### src/rtl/usb_defs_pkg.sv
// Shared USB receive definitions: PID codes, CRC constants and helpers,
// and the packet decoder state encoding.
package usb_defs_pkg;

    localparam logic [3:0] PID_OUT   = 4'h1;
    localparam logic [3:0] PID_IN    = 4'h9;
    localparam logic [3:0] PID_SOF   = 4'h5;
    localparam logic [3:0] PID_SETUP = 4'hD;
    localparam logic [3:0] PID_DATA0 = 4'h3;
    localparam logic [3:0] PID_DATA1 = 4'hB;
    localparam logic [3:0] PID_DATA2 = 4'h7;
    localparam logic [3:0] PID_MDATA = 4'hF;
    localparam logic [3:0] PID_ACK   = 4'h2;
    localparam logic [3:0] PID_NAK   = 4'hA;
    localparam logic [3:0] PID_STALL = 4'hE;
    localparam logic [3:0] PID_NYET  = 4'h6;

    localparam logic [4:0]  CRC5_INIT      = 5'h1F;
    localparam logic [4:0]  CRC5_RESIDUAL  = 5'b01100;
    localparam logic [15:0] CRC16_INIT     = 16'hFFFF;
    localparam logic [15:0] CRC16_RESIDUAL = 16'h800D;

    typedef enum logic [2:0] {IDLE, TOK, DATA, HSK, DROP} rx_state_e;

    // Bytes arrive LSB first on the wire, so bit 0 is shifted in first.
    function automatic logic [4:0] crc5_update(input logic [4:0] crc, input logic [7:0] data);
        logic [4:0] c;
        c = crc;
        for (int i = 0; i < 8; i++) begin
            c = (c[4] ^ data[i]) ? ({c[3:0], 1'b0} ^ 5'h05) : {c[3:0], 1'b0};
        end
        return c;
    endfunction

    function automatic logic [15:0] crc16_update(input logic [15:0] crc, input logic [7:0] data);
        logic [15:0] c;
        c = crc;
        for (int i = 0; i < 8; i++) begin
            c = (c[15] ^ data[i]) ? ({c[14:0], 1'b0} ^ 16'h8005) : {c[14:0], 1'b0};
        end
        return c;
    endfunction

    function automatic logic pid_is_token(input logic [3:0] p);
        return (p == PID_OUT) || (p == PID_IN) || (p == PID_SOF) || (p == PID_SETUP);
    endfunction

    function automatic logic pid_is_data(input logic [3:0] p);
        return (p == PID_DATA0) || (p == PID_DATA1) || (p == PID_DATA2) || (p == PID_MDATA);
    endfunction

    function automatic logic pid_is_hsk(input logic [3:0] p);
        return (p == PID_ACK) || (p == PID_NAK) || (p == PID_STALL) || (p == PID_NYET);
    endfunction

endpackage

### src/rtl/usb_crc16_byte.sv
// Byte-serial USB CRC16 accumulator; one byte folded in per enabled cycle.
module usb_crc16_byte
    import usb_defs_pkg::*;
(
    input  logic        clk,
    input  logic        rst_n,
    input  logic        init,
    input  logic        en,
    input  logic [7:0]  data,
    output logic [15:0] crc
);

    logic [15:0] crc_q;

    always_ff @(posedge clk or negedge rst_n) begin
        if (!rst_n)    crc_q <= CRC16_INIT;
        else if (init) crc_q <= CRC16_INIT;
        else if (en)   crc_q <= crc16_update(crc_q, data);
    end

    assign crc = crc_q;

endmodule

### src/rtl/usb_rx_pkt_decoder.sv
// Receive packet decoder: splits the PHY byte stream into PID/token/payload
// fields, checks PID nibble, CRC5, CRC16 and length, drives host_* outputs.
module usb_rx_pkt_decoder
    import usb_defs_pkg::*;
#(
    parameter int MAX_DATA_LEN = 1023
) (
    input  logic        clk,
    input  logic        rst_n,
    input  logic        rx_active,
    input  logic        rx_valid,
    input  logic [7:0]  rx_data,
    input  logic        rx_error,
    output logic        host_pkt_valid,
    output logic [3:0]  host_pid,
    output logic [6:0]  host_addr,
    output logic [3:0]  host_ep,
    output logic [7:0]  host_data,
    output logic        host_data_valid,
    output logic        host_pkt_end,
    output logic [15:0] host_data_len,
    output logic        host_crc_err
);

    // Byte counter counts bytes after the PID; it saturates so the reported
    // length (count - 2) saturates at MAX_DATA_LEN + 1.
    localparam logic [10:0] CNT_SAT  = 11'(MAX_DATA_LEN + 3);
    localparam logic [10:0] EMIT_LIM = 11'(MAX_DATA_LEN + 2);

    rx_state_e   state_q, state_d;
    logic        armed_q;
    logic [10:0] cnt_q, cnt_d, cnt_inc;
    logic [3:0]  pid_q, pid_d;
    logic [6:0]  tok_addr_q, tok_addr_d;
    logic [3:0]  tok_ep_q, tok_ep_d;
    logic [4:0]  crc5_q, crc5_d;
    logic [7:0]  hb0_q, hb0_d, hb1_q, hb1_d;
    logic        crc16_init, crc16_en;
    logic [15:0] crc16;
    logic [15:0] data_len;

    logic        pv_q, pv_d, dv_q, dv_d, end_q, end_d, err_q, err_d;
    logic [3:0]  pido_q, pido_d, ep_q, ep_d;
    logic [6:0]  addr_q, addr_d;
    logic [7:0]  dat_q, dat_d;
    logic [15:0] len_q, len_d;

    usb_crc16_byte u_crc16 (
        .clk   (clk),
        .rst_n (rst_n),
        .init  (crc16_init),
        .en    (crc16_en),
        .data  (rx_data),
        .crc   (crc16)
    );

    assign cnt_inc  = (cnt_q == CNT_SAT) ? cnt_q : cnt_q + 11'd1;
    assign data_len = {5'd0, (cnt_q < 11'd2) ? 11'd0 : cnt_q - 11'd2};

    always_comb begin
        state_d    = state_q;
        cnt_d      = cnt_q;
        pid_d      = pid_q;
        tok_addr_d = tok_addr_q;
        tok_ep_d   = tok_ep_q;
        crc5_d     = crc5_q;
        hb0_d      = hb0_q;
        hb1_d      = hb1_q;
        crc16_init = 1'b0;
        crc16_en   = 1'b0;
        pv_d       = 1'b0;
        dv_d       = 1'b0;
        end_d      = 1'b0;
        err_d      = err_q;
        pido_d     = pido_q;
        addr_d     = addr_q;
        ep_d       = ep_q;
        dat_d      = dat_q;
        len_d      = len_q;

        case (state_q)
            IDLE: begin
                crc16_init = 1'b1;
                cnt_d      = 11'd0;
                crc5_d     = CRC5_INIT;
                tok_addr_d = 7'd0;
                tok_ep_d   = 4'd0;
                // Until rx_active has been seen low after reset we may be in
                // the middle of someone else's packet, so nothing is a PID.
                if (rx_active && armed_q) begin
                    if (rx_error) begin
                        state_d = DROP;
                    end else if (rx_valid) begin
                        pid_d = rx_data[3:0];
                        if (rx_data[7:4] != ~rx_data[3:0]) state_d = DROP;
                        else if (pid_is_token(rx_data[3:0])) state_d = TOK;
                        else if (pid_is_hsk(rx_data[3:0]))   state_d = HSK;
                        else if (pid_is_data(rx_data[3:0])) begin
                            state_d = DATA;
                            pv_d    = 1'b1;
                            pido_d  = rx_data[3:0];
                            addr_d  = 7'd0;
                            ep_d    = 4'd0;
                            err_d   = 1'b0;
                        end else state_d = DROP;
                    end
                end
            end
            TOK: begin
                if (rx_error || !rx_active) begin
                    pv_d    = 1'b1;
                    pido_d  = pid_q;
                    addr_d  = tok_addr_q;
                    ep_d    = tok_ep_q;
                    err_d   = rx_error || (cnt_q != 11'd2) || (crc5_q != CRC5_RESIDUAL);
                    state_d = rx_error ? DROP : IDLE;
                end else if (rx_valid) begin
                    if (cnt_q == 11'd0) begin
                        tok_addr_d  = rx_data[6:0];
                        tok_ep_d[0] = rx_data[7];
                    end
                    if (cnt_q == 11'd1) tok_ep_d[3:1] = rx_data[2:0];
                    if (cnt_q < 11'd2)  crc5_d = crc5_update(crc5_q, rx_data);
                    cnt_d = cnt_inc;
                end
            end
            HSK: begin
                if (rx_error || !rx_active) begin
                    pv_d    = 1'b1;
                    pido_d  = pid_q;
                    addr_d  = 7'd0;
                    ep_d    = 4'd0;
                    err_d   = rx_error || (cnt_q != 11'd0);
                    state_d = rx_error ? DROP : IDLE;
                end else if (rx_valid) begin
                    cnt_d = cnt_inc;
                end
            end
            DATA: begin
                if (rx_error || !rx_active) begin
                    end_d   = 1'b1;
                    len_d   = data_len;
                    err_d   = rx_error || (crc16 != CRC16_RESIDUAL) ||
                              (cnt_q < 11'd2) || (cnt_q > EMIT_LIM);
                    state_d = rx_error ? DROP : IDLE;
                end else if (rx_valid) begin
                    crc16_en = 1'b1;
                    hb0_d    = rx_data;
                    hb1_d    = hb0_q;
                    cnt_d    = cnt_inc;
                    // The byte leaving the holdback is known payload; the last
                    // two held bytes at EOP are the CRC and never leave.
                    if (cnt_q >= 11'd2 && cnt_q < EMIT_LIM) begin
                        dv_d  = 1'b1;
                        dat_d = hb1_q;
                    end
                end
            end
            DROP: begin
                if (!rx_active) state_d = IDLE;
            end
            default: state_d = IDLE;
        endcase
    end

    always_ff @(posedge clk or negedge rst_n) begin
        if (!rst_n) begin
            state_q    <= IDLE;
            armed_q    <= 1'b0;
            cnt_q      <= 11'd0;
            pid_q      <= 4'd0;
            tok_addr_q <= 7'd0;
            tok_ep_q   <= 4'd0;
            crc5_q     <= CRC5_INIT;
            hb0_q      <= 8'd0;
            hb1_q      <= 8'd0;
            pv_q       <= 1'b0;
            dv_q       <= 1'b0;
            end_q      <= 1'b0;
            err_q      <= 1'b0;
            pido_q     <= 4'd0;
            addr_q     <= 7'd0;
            ep_q       <= 4'd0;
            dat_q      <= 8'd0;
            len_q      <= 16'd0;
        end else begin
            state_q    <= state_d;
            armed_q    <= armed_q | ~rx_active;
            cnt_q      <= cnt_d;
            pid_q      <= pid_d;
            tok_addr_q <= tok_addr_d;
            tok_ep_q   <= tok_ep_d;
            crc5_q     <= crc5_d;
            hb0_q      <= hb0_d;
            hb1_q      <= hb1_d;
            pv_q       <= pv_d;
            dv_q       <= dv_d;
            end_q      <= end_d;
            err_q      <= err_d;
            pido_q     <= pido_d;
            addr_q     <= addr_d;
            ep_q       <= ep_d;
            dat_q      <= dat_d;
            len_q      <= len_d;
        end
    end

    assign host_pkt_valid  = pv_q;
    assign host_pid        = pido_q;
    assign host_addr       = addr_q;
    assign host_ep         = ep_q;
    assign host_data       = dat_q;
    assign host_data_valid = dv_q;
    assign host_pkt_end    = end_q;
    assign host_data_len   = len_q;
    assign host_crc_err    = err_q;

endmodule

### config.mk
export PLATFORM = sky130hd
export DESIGN_NAME = usb_rx_pkt_decoder
export DESIGN_NICKNAME = d
export VERILOG_FILES = /design/src/rtl/usb_defs_pkg.sv /design/src/rtl/usb_crc16_byte.sv /design/src/rtl/usb_rx_pkt_decoder.sv
export SDC_FILE = /design/constraint.sdc
export NUM_CORES = 1
export LEC_CHECK = 0
export ABC_AREA = 1
export BUFFER_PORTS_ARGS = -buffer_cell sky130_fd_sc_hd__buf_4
export CORE_ASPECT_RATIO = 0.8
export CORE_UTILIZATION = 54
export CTS_BUF_LIST = sky130_fd_sc_hd__clkbuf_16
export DETAILED_ROUTE_END_ITERATION = 10
export GPL_TIMING_DRIVEN = 0
export PLACE_DENSITY = 0.77
export RECOVER_POWER = 50
export SLEW_MARGIN = 30
export SYNTH_ARGS = -nofsm -noshare
export SYNTH_HDL_FRONTEND = slang
export SYNTH_HIERARCHICAL = 1
export SYNTH_SLANG_ARGS = --single-unit
### constraint.sdc
create_clock -name clk -period 2.1 [get_ports clk]
set_clock_uncertainty 0.15 [all_clocks]
set_input_delay 0.42 -clock clk [delete_from_list [all_inputs] [get_ports clk]]
set_output_delay 0.42 -clock clk [all_outputs]
set_load 0.1 [all_outputs]
==> run_results.csv, run 1 <==
group,metric,value,unit
outcome,outcome,"complete, but fails checks",
outcome,violations,"negative setup slack",
worst_setup_path,critPathLaunchType,"flip-flop",
sta,rsz0062_at_grt,"yes",
clocking,root_buffer,"clkbuf_16",
worst_setup_path,reg2reg_to,"u_crc16/crc[15]",
drt,drt_wl_total,14100,um
clocking,cts_max_level,3,
yosys,synth_cell_types,42,
die,io_pins,56,
layout,syn2layout_area_growth,20.4,%
hold_path,hp-start,"rx_active",
yosys,netlist_instances,723,
drt,viasPerCell,5.46,
die,die_area,11100,um^2
worst_setup_path,rrSetupSlack,-0.16,ns
power_and_ir_drop,p_leak,3.54,nW
yosys,syn_area,5770,um^2
clocking,cts.sinks,105,
clocking,clockBufferDepth,2,
layout,drive_gt1_share,25.2,%
job,cap_violations,0,
global_route,antenna_found_initial,0,
sta,maxSlewHeadroom,5.89,%
layout,diodes,0,
placement,post-dp-hpwl,9740,um
yosys,synth_edf_count,0,
yosys,ys_top_cells_by_area,"dfrtp_1 36%, nand2_1 13%, dfstp_2 9.6%",
sta,final-setup-viol-count,6,
yosys,synthArstFlopShare,100,%
die,die_w,118,um
yosys,synth_flop_cell,"dfrtp_1",
clocking,clock_latency,0.35,ns
yosys,synth-seq-cells,105,
drt,drt_pass1_iterations,5,
sta,worst_slew_pin_slew,1.41,ns
die,row_count,33,
power_and_ir_drop,power_density,1010,nW/um^2
die,start_util,55.9,%
worst_setup_path,regToRegStartpoint,"u_crc16/crc[15]",
drt,drt_iter0_drc,474,
yosys,synth_top_area_share,36.4,%
sta,hold_viol_final,0,
die,dieHeight,94.5,um
worst_setup_path,arrival,2.41,ns
drt,postRouteAntennaNets,0,
layout,final_area,6950,um^2
layout,regArea,2660,um^2
sta,setup_slack,-0.165,ns
global_route,grt_pass1_wl,23500,um
layout,layout.cells.most_common,"nand2_1",
worst_setup_path,reg2reg_depth,14,
power_and_ir_drop,ir_drop,0.000572,V
placement,dp_slack,-0.371,ns
drt,num_vias,5209,
hold_path,hold_path.class,"in2reg",
worst_setup_path,cp-end-kind,"flip-flop",
placement,place_congestion,0.892,
drt,route.detailed.drc,0,
hold_path,hold_depth,2,
global_route,grt_max_degree,106,
hold_path,min_to,"armed_q",
placement,io_buffers,50,
global_route,gr-usage-all-layers,26.6,%
global_route,grt_pass1_vias,4938,
clocking,cts_tree,"yes",
yosys,synth.yosys.seq_area_share,46.0,%
sta,min_period_over_period,108,%
clocking,clk_pin_slew,0.08,ns
clocking,cts_buffers,9,
global_route,grt_overflow_total,0,
layout,final_cell_mix,"198 x nand2_1, 83 x dfrtp_1, 67 x inv_1, 63 x buf_4, 40 x o21ai_1",
yosys,yosysTopAreaCell,"dfrtp_1",
worst_setup_path,criticalPathCategory,"reg2reg",
layout,final_nets,829,
layout,fillers,846,
yosys,avgSynthCellArea,7.98,um^2
sta,fmaxAchievable,0.442,GHz
sta,maxSlewViolCount,0,
placement,place_area,6340,um^2
layout,multi_input_area,2830,um^2
sta,timing.final.crit_period,2.26,ns
yosys,yosysWarnings,6,
drt,wl_per_cell,14.7,um
worst_setup_path,cp.required,2.25,ns
die,fp.coreArea,10300,um^2
worst_setup_path,cp_max_fo,4,
==> worst max path at each step <==
stage / end / cells past startpoint / slack (ns) / from
final: u_crc16/crc[15] / 14 / -0.16 / u_crc16/crc[15]
after global routing: u_crc16/crc[15] / 18 / -0.21 / u_crc16/crc[15]
after CTS: u_crc16/crc[2] / 19 / -0.08 / u_crc16/crc[15]
after detailed placement: u_crc16/crc[1] / 8 / -0.37 / rx_error
after global placement: u_crc16/crc[1] / 8 / -0.33 / rx_error
after floorplan: u_crc16/crc[2] / 19 / 0.09 / u_crc16/crc[15]
==> state kept, by name (all words and copies together) (netlist names) <==
| signal | flops |
|---|---|
| tok_addr_q | 7 |
| hb0_q | 8 |
| crc5_q | 5 |
| u_crc16/crc | 16 |
| host_pkt_end | 1 |
| host_ep | 4 |
| hb1_q | 8 |
| armed_q | 1 |
| host_pid | 4 |
| host_pkt_valid | 1 |
| host_data_valid | 1 |
| host_data_len | 11 |
| host_crc_err | 1 |
| host_addr | 7 |
| host_data | 8 |
| state_q | 3 |
| tok_ep_q | 4 |
| cnt_q | 11 |
| pid_q | 4 |
==> critical path: stages, from the launching register on <==
cell	delay [ns]
dfstp_2	0.57
inv_2	0.06
buf_4	0.13
buf_4	0.12
buf_4	0.12
buf_4	0.12
buf_4	0.13
buf_4	0.13
buf_4	0.12
buf_4	0.12
buf_4	0.12
buf_4	0.13
nand2_1	0.09
nand2_1	0.06
inv_1	0.06
==> power breakdown <==
group	internal (W)	leakage, nW	total (W)	switching (W)
Clock	0.000958	0.153	0.00177	0.000817
Sequential	0.00229	1.32	0.00244	0.000149
Combinational	0.000712	2.07	0.00279	0.00208
==> stage by stage <==
| stage | total power (W) | utilization, % | hold slack, ns | TNS [ns] | cells |
|---|---|---|---|---|---|
| 2_1_floorplan | 0.00445 | - | -0.0256 | 0 | 727 |
| 3_3_place_gp | 0.00498 | 61.4 | 0.305 | -3.02 | 917 |
| 3_5_place_dp | 0.00504 | 61.4 | 0.316 | -3.44 | 917 |
| 4_1_cts | 0.00700 | 67.1 | 0.0796 | -0.141 | 951 |
| 5_1_grt | 0.00735 | 67.3 | 0.113 | -1.68 | 954 |
| 6_report | 0.00701 | 67.3 | 0.113 | -0.451 | 954 |
==> cells by family (layout without fill, tap and decap cells) <==
group | Yosys count | in the layout | share of synthesized area [%]
simple gates | 361 | 362 | 29.7
flops | 105 | 105 | 46.0
xor+xnor | 22 | 22 | 3.47
other cells | 1 | 5 | 0.0650
mux | 2 | 2 | 0.390
buf+inv | 105 | 191 | 7.92
compound gates | 120 | 120 | 10.9
fa+ha+maj | 7 | 7 | 1.52
==> layout make-up <==
| type | count | share of cell area (%) |
|---|---|---|
| plain buffers | 25 | 2.36 |
| clock buffers | 9 | 3.24 |
| clock inverters | 7 | 1.39 |
| inverters | 80 | 4.39 |
| multi-input cells | 518 | 40.8 |
| flip-flops and latches | 105 | 38.2 |
| well taps | 140 | 2.52 |
| repair buffers | 70 | 7.10 |
==> synth_stat cells, drive strengths merged, types with 3 or more instances <==
cell,number
nand2,226
dfrtp,84
o21ai,79
inv,78
nor2,51
nand3,47
a21oi,31
buf,22
dfstp,21
nand4,21
nor3,14
xnor2,11
xor2,11
ha,7
a31oi,3
clkbuf,3
==> layer usage <==
metal  track usage, %  vias to the layer above  wire length [um]
met4             7.80                        0               238
met5                0                        -                 0
met3             4.53                       29               771
li1                 -                     2504                 -
met1             35.6                     2503              6170
met2             44.6                      173              6870
==> what timing repair did <==
item / CTS / global route
buffers inserted: 18 / 2
pin swaps: 13 / 13
resized for setup: 26 / 18
hold buffers: 0 / 0
cloned: 0 / 1
setup endpoints to repair: 11 / 30
(Power assumes the default switching activity.)
==> run 2: changes to the inputs <==
BUFFER_PORTS_ARGS = not set   (was -buffer_cell sky130_fd_sc_hd__buf_4)
CORE_UTILIZATION = 37   (was 54)
DONT_BUFFER_PORTS = 1   (was not set)
HOLD_SLACK_MARGIN = 0.08   (was not set)
PLACE_DENSITY = not set   (was 0.77)
==> run 2 against run 1 <==
The run ends with negative hold slack, negative setup slack left. Die area grew 45%. Worst setup slack improved by 0.073 ns. Flip-flop and latch count did not move. Total power down 6.1%. Clock power decreased by 10%. Sequential share of layout area increased by 1.8 points. Global-route usage decreased by 8.5 points. Sequential power is 32% higher. Largest cell class unchanged. Hold slack lost 0.50 ns. Combinational power shrank 37%.
==> run_results.csv, run 2 (same netlist as run 1, synthesis figures left out) <==
group,metric,value,unit
job,cap_violations,0,
power_and_ir_drop,ir_drop,0.000368,V
power_and_ir_drop,swShare,44.1,%
power_and_ir_drop,clkPwrFrac,24.1,%
layout,largest_reg_flops,16,
worst_setup_path,criticalPathCategory,"reg2reg",
sta,timing.hold.ws,-0.391,ns
sta,maxSlewViolCount,0,
clocking,cts.sinks,105,
power_and_ir_drop,p_int,0.00368,W
die,row_count,40,
global_route,grt_pass1_vias,4421,
die,io_pins,56,
worst_setup_path,cp.required,2.25,ns
layout,diodes,0,
clocking,clock_latency,0.36,ns
drt,drt_iter0_drc,313,
clocking,root_buffer,"clkbuf_16",
clocking,clockBufferDepth,2,
die,dieHeight,114,um
sta,fmaxAchievable,0.456,GHz
sta,setup_slack,-0.0919,ns
placement,place_congestion,0.874,
drt,route.detailed.drc,0,
clocking,cts_max_level,3,
outcome,violations,"negative hold slack, negative setup slack",
drt,postRouteAntennaNets,0,
layout,final_nets,781,
clocking,clk_pin_slew,0.07,ns
worst_setup_path,cp-end-kind,"flip-flop",
die,die_area,16100,um^2
power_and_ir_drop,power.total,0.00658,W
power_and_ir_drop,switchingPower,0.00290,W
power_and_ir_drop,sequentialPowerShare,49.0,%
drt,drt_pass1_iterations,5,
sta,min_period_over_period,104,%
layout,fillers,1484,
sta,final-setup-viol-count,12,
global_route,grt_max_degree,106,
die,die_w,142,um
placement,io_buffers,0,
die,start_util,38.2,%
global_route,grt_pass1_wl,22800,um
die,fp.coreArea,15100,um^2
clocking,cts_buffers,9,
sta,timing.final.crit_period,2.19,ns
global_route,antenna_found_initial,0,
sta,worst_slew_pin_slew,0.936,ns
drt,wl_per_cell,14.2,um
worst_setup_path,cp_max_fo,4,
drt,num_vias,4786,
sta,maxSlewHeadroom,37.6,%
power_and_ir_drop,pwr-share-comb,26.8,%
power_and_ir_drop,p_leak,3.26,nW
clocking,cts_hold_buf,7,
sta,rsz0062_at_grt,"yes",
global_route,gr-usage-all-layers,18.1,%
sta,hold_viol_final,105,
layout,final_cell_mix,"197 x nand2_1, 84 x dfrtp_1, 68 x inv_1, 41 x o21ai_1, 38 x nor2_1",
layout,layout.cells.most_common,"nand2_1",
power_and_ir_drop,power_density,992,nW/um^2
layout,drive_gt1_share,18.9,%
worst_setup_path,arrival,2.34,ns
clocking,cts_tree,"yes",
outcome,outcome,"complete, but fails checks",
worst_setup_path,critPathLaunchType,"flip-flop",
drt,drt_wl_total,13900,um
global_route,grt_overflow_total,0,
layout,syn2layout_area_growth,15.1,%
hold_path,hold_path.class,"in2async",
drt,viasPerCell,4.90,
placement,post-dp-hpwl,9720,um
## run 2: critical path: stages (launching register included)
cell	delay (ns)
dfstp_2	0.56
inv_2	0.06
nand2_2	0.06
nand2_2	0.08
nand2_4	0.11
nand2_4	0.07
nand2_4	0.08
nand2_4	0.07
nand2_4	0.07
nand3_4	0.09
nand2_4	0.11
nand2_4	0.07
nand2_4	0.10
nand2_4	0.07
nand3_4	0.10
nand2_4	0.07
nand2_2	0.07
nand3_2	0.06
nand2_1	0.07
inv_1	0.03
## run 2: repair_timing
action / CTS / global route
pin swaps: 14 / 4
resized for setup: 28 / 11
endpoints found under the hold margin: 116 / 105
endpoints found under the setup margin: 15 / 26
gates cloned: 0 / 1
buffers inserted: 10 / 5
## run 2: power by group through the flow
stage,Combinational (W),Sequential [W],Clock [W]
2_1_floorplan,0.00123,0.00322,0
3_3_place_gp,0.00153,0.00326,0
3_5_place_dp,0.00154,0.00327,0
4_1_cts,0.00170,0.00323,0.00163
5_1_grt,0.00194,0.00326,0.00170
6_report,0.00177,0.00323,0.00159
## run 2: routing by layer
layer  GRT usage, %  part of all wire, %  vias up
li1               -                    -     2407
met1           24.8                   49     2254
met2           28.2                   44      112
met3           4.32                  5.4       13
met4           5.52                  1.1        0
met5              0                    0        -
## run 2: worst paths after layout
kind,startpoint,endpoint,slack [ns],cells after the start
worst max-delay path,u_crc16/crc[15],u_crc16/crc[2],-0.09,19
worst min-delay path,rst_n,host_data_valid,-0.39,0
worst max register to register,u_crc16/crc[15],u_crc16/crc[2],-0.09,19
worst min register to register,pid_q[2],pid_q[2],0.34,2
max in group asynchronous,rst_n,u_crc16/crc[15],1.96,0
min in group clk,rx_data[7],hb0_q[7],0.09,2
## run 2: through the flow
step	cells	area (um^2)	setup slack (ns)	utilization [%]	TNS [ns]
final	976	6640	-0.0919	43.9	-0.567
after floorplan	727	5780	0.0894	-	0
after CTS	970	6580	-0.0562	43.5	-0.104
after detailed placement	937	6050	-0.322	40.0	-3.04
after global routing	976	6640	-0.219	43.9	-2.22
after global placement	937	6050	-0.314	40.0	-2.94
## run 2: layout make-up
type	instances	area, um^2	area share (%)
clock buffers	9	225	3.39
flip-flops and latches	105	2650	40.0
inverters	80	300	4.52
well taps	210	263	3.96
repair buffers	22	179	2.70
plain buffers	25	164	2.47
clock inverters	7	45.0	0.679
multi-input cells	518	2810	42.3
==> run 3: changes to the inputs <==
TNS_END_PERCENT = 1   (was not set)
==> run 3 against run 2 <==
The flow still finishes with violations (negative hold slack, negative setup slack). Routed wire length shrank 0.68%. Via count shrank 1.8%. Final cell count shrank 0.51%. Non-clock buffer count shrank 4. Fmax is essentially flat.
==> run_results.csv, run 3 (same netlist as run 1, synthesis figures left out) <==
group,metric,value,unit
worst_setup_path,rrSetupSlack,-0.09,ns
worst_setup_path,criticalPathCategory,"reg2reg",
job,cap_violations,0,
clocking,clk_pin_slew,0.07,ns
die,fp.coreArea,15100,um^2
worst_setup_path,crit_path_frequent_cell,"nand2_4",
global_route,busiest_layer,"met2",
layout,largest_reg_flops,16,
placement,placedCellCount,937,
layout,syn2layout_area_growth,14.5,%
die,die_w,142,um
power_and_ir_drop,swShare,44.1,%
clocking,cts_max_level,3,
global_route,gr-usage-all-layers,18.1,%
sta,maxSlewViolCount,0,
layout,final_nets,776,
worst_setup_path,critPathLaunchType,"flip-flop",
placement,place_congestion,0.874,
clocking,cts_buffers,9,
global_route,met2_usage,28.2,%
worst_setup_path,cp.required,2.24,ns
worst_setup_path,path_buf_inv,2,
power_and_ir_drop,p_leak,3.24,nW
drt,route.detailed.drc,0,
worst_setup_path,cp_max_fo,4,
worst_setup_path,crit_cells,19,
sta,timing.final.crit_period,2.19,ns
worst_setup_path,regToRegStartpoint,"u_crc16/crc[15]",
sta,maxSlewHeadroom,37.4,%
drt,num_vias,4698,
power_and_ir_drop,power_density,993,nW/um^2
clocking,cts_hold_buf,7,
drt,wl_per_cell,14.2,um
worst_setup_path,arrival,2.34,ns
drt,drt_wl_total,13800,um
die,io_pins,56,
global_route,grt_pass1_vias,4421,
sta,rsz0062_at_grt,"yes",
placement,dp_slack,-0.322,ns
clocking,root_buffer,"clkbuf_16",
worst_setup_path,reg2reg_to,"u_crc16/crc[2]",
power_and_ir_drop,sequentialPowerShare,49.2,%
worst_setup_path,crit_path_top_delay_cell,"dfstp_2",
drt,drt_iter0_drc,304,
layout,final_area,6600,um^2
sta,min_period_over_period,104,%
sta,worst_slew_pin_slew,0.938,ns
sta,setup_slack,-0.0918,ns
placement,place_area,6050,um^2
power_and_ir_drop,clkPwrFrac,24.1,%
layout,fillers,1491,
outcome,violations,"negative hold slack, negative setup slack",
global_route,grtUsageMet1,24.8,%
worst_setup_path,critPathTopFamily,"simple AND/OR/NAND/NOR gates",
layout,final_cells,971,
worst_setup_path,critPathLaunch,"u_crc16/crc[15]",
global_route,antenna_found_initial,0,
outcome,outcome,"complete, but fails checks",
clocking,cts.sinks,105,
layout,fin_util,43.7,%
sta,fmaxAchievable,0.456,GHz
clocking,clock_latency,0.35,ns
die,dieHeight,114,um
worst_setup_path,reg2reg_depth,19,
global_route,grt_max_degree,106,
hold_path,hold_path.class,"in2async",
placement,io_buffers,0,
sta,hold_viol_final,105,
power_and_ir_drop,pwr-share-comb,26.7,%
sta,final-setup-viol-count,5,
drt,postRouteAntennaNets,0,
drt,viasPerCell,4.84,
power_and_ir_drop,switchingPower,0.00289,W
power_and_ir_drop,ir_drop,0.000367,V
drt,drt_pass1_iterations,5,
die,die_area,16100,um^2
sta,timing.hold.ws,-0.390,ns
placement,post-dp-hpwl,9720,um
die,start_util,38.2,%
global_route,grt_overflow_total,0,
layout,layout.cells.most_common,"nand2_1",
layout,final_cell_mix,"197 x nand2_1, 83 x dfrtp_1, 69 x inv_1, 41 x o21ai_1, 39 x nor2_1",
worst_setup_path,cpPeakStageDelay,0.56,ns
worst_setup_path,cp-end-kind,"flip-flop",
layout,diodes,0,
clocking,clockBufferDepth,2,
power_and_ir_drop,p_int,0.00367,W
clocking,cts_tree,"yes",
die,row_count,40,
worst_setup_path,cp_cell_sequence,"inv_2 -> nand2_2 -> nand2_2 -> nand2_4 -> nand2_4 -> nand2_4 -> nand2_4 -> nand2_4 -> nand3_4 -> nand2_4 -> nand2_4 -> nand2_4 -> nand2_4 -> nand3_4 -> nand2_4 -> nand2_2 -> nand3_2 -> nand2_1 -> inv_1",
global_route,grt_pass1_wl,22800,um
layout,drive_gt1_share,18.3,%
worst_setup_path,crit_end,"u_crc16/crc[2]",
global_route,grt_use_met3,4.32,%
[run 3: metal layers]
| metal | share of wire (%) | wire, um |
|---|---|---|
| met1 | 50 | 6890 |
| met2 | 44 | 6090 |
| met3 | 4.8 | 660 |
| met4 | 1.1 | 157 |
| met5 | 0 | 0 |
[run 3: through the flow]
stage / total power, W / TNS [ns]
floorplan: 0.00445 / 0
global placement: 0.00480 / -2.94
detailed placement: 0.00481 / -3.04
CTS: 0.00656 / -0.104
global route: 0.00688 / -1.53
finish: 0.00656 / -0.228
[run 3: worst min-delay path by stage]
| stage | to |
|---|---|
| global placement | host_data_valid |
| CTS | hb0_q[2] |
| floorplan | armed_q |
| global route | host_data_valid |
| finish | host_data_valid |
| detailed placement | host_data_valid |
[run 3: power by group through the flow]
stage	Sequential, W	Clock, W	Combinational, W
after global routing	0.00326	0.00170	0.00192
after global placement	0.00326	0	0.00153
final	0.00323	0.00158	0.00175
after CTS	0.00323	0.00163	0.00170
after detailed placement	0.00327	0	0.00154
after floorplan	0.00322	0	0.00123
[run 3: timing repair]
action                                 CTS  global route
setup endpoints to repair               15            26
pin swaps                               14             2
endpoints found under the hold margin  116           105
gates resized for setup                 28             9
setup buffers                           10             1
[run 3: final cells by class]
| class | count | area, um^2 | area share (%) |
|---|---|---|---|
| Multi-Input combinational cell | 517 | 2800 | 42.5 |
| Sequential cell | 105 | 2660 | 40.2 |
| Inverter | 80 | 300 | 4.55 |
| Tap cell | 210 | 263 | 3.98 |
| Clock buffer | 9 | 225 | 3.41 |
| Buffer | 25 | 159 | 2.41 |
| Timing Repair Buffer | 18 | 153 | 2.31 |
| Clock inverter | 7 | 45.0 | 0.682 |
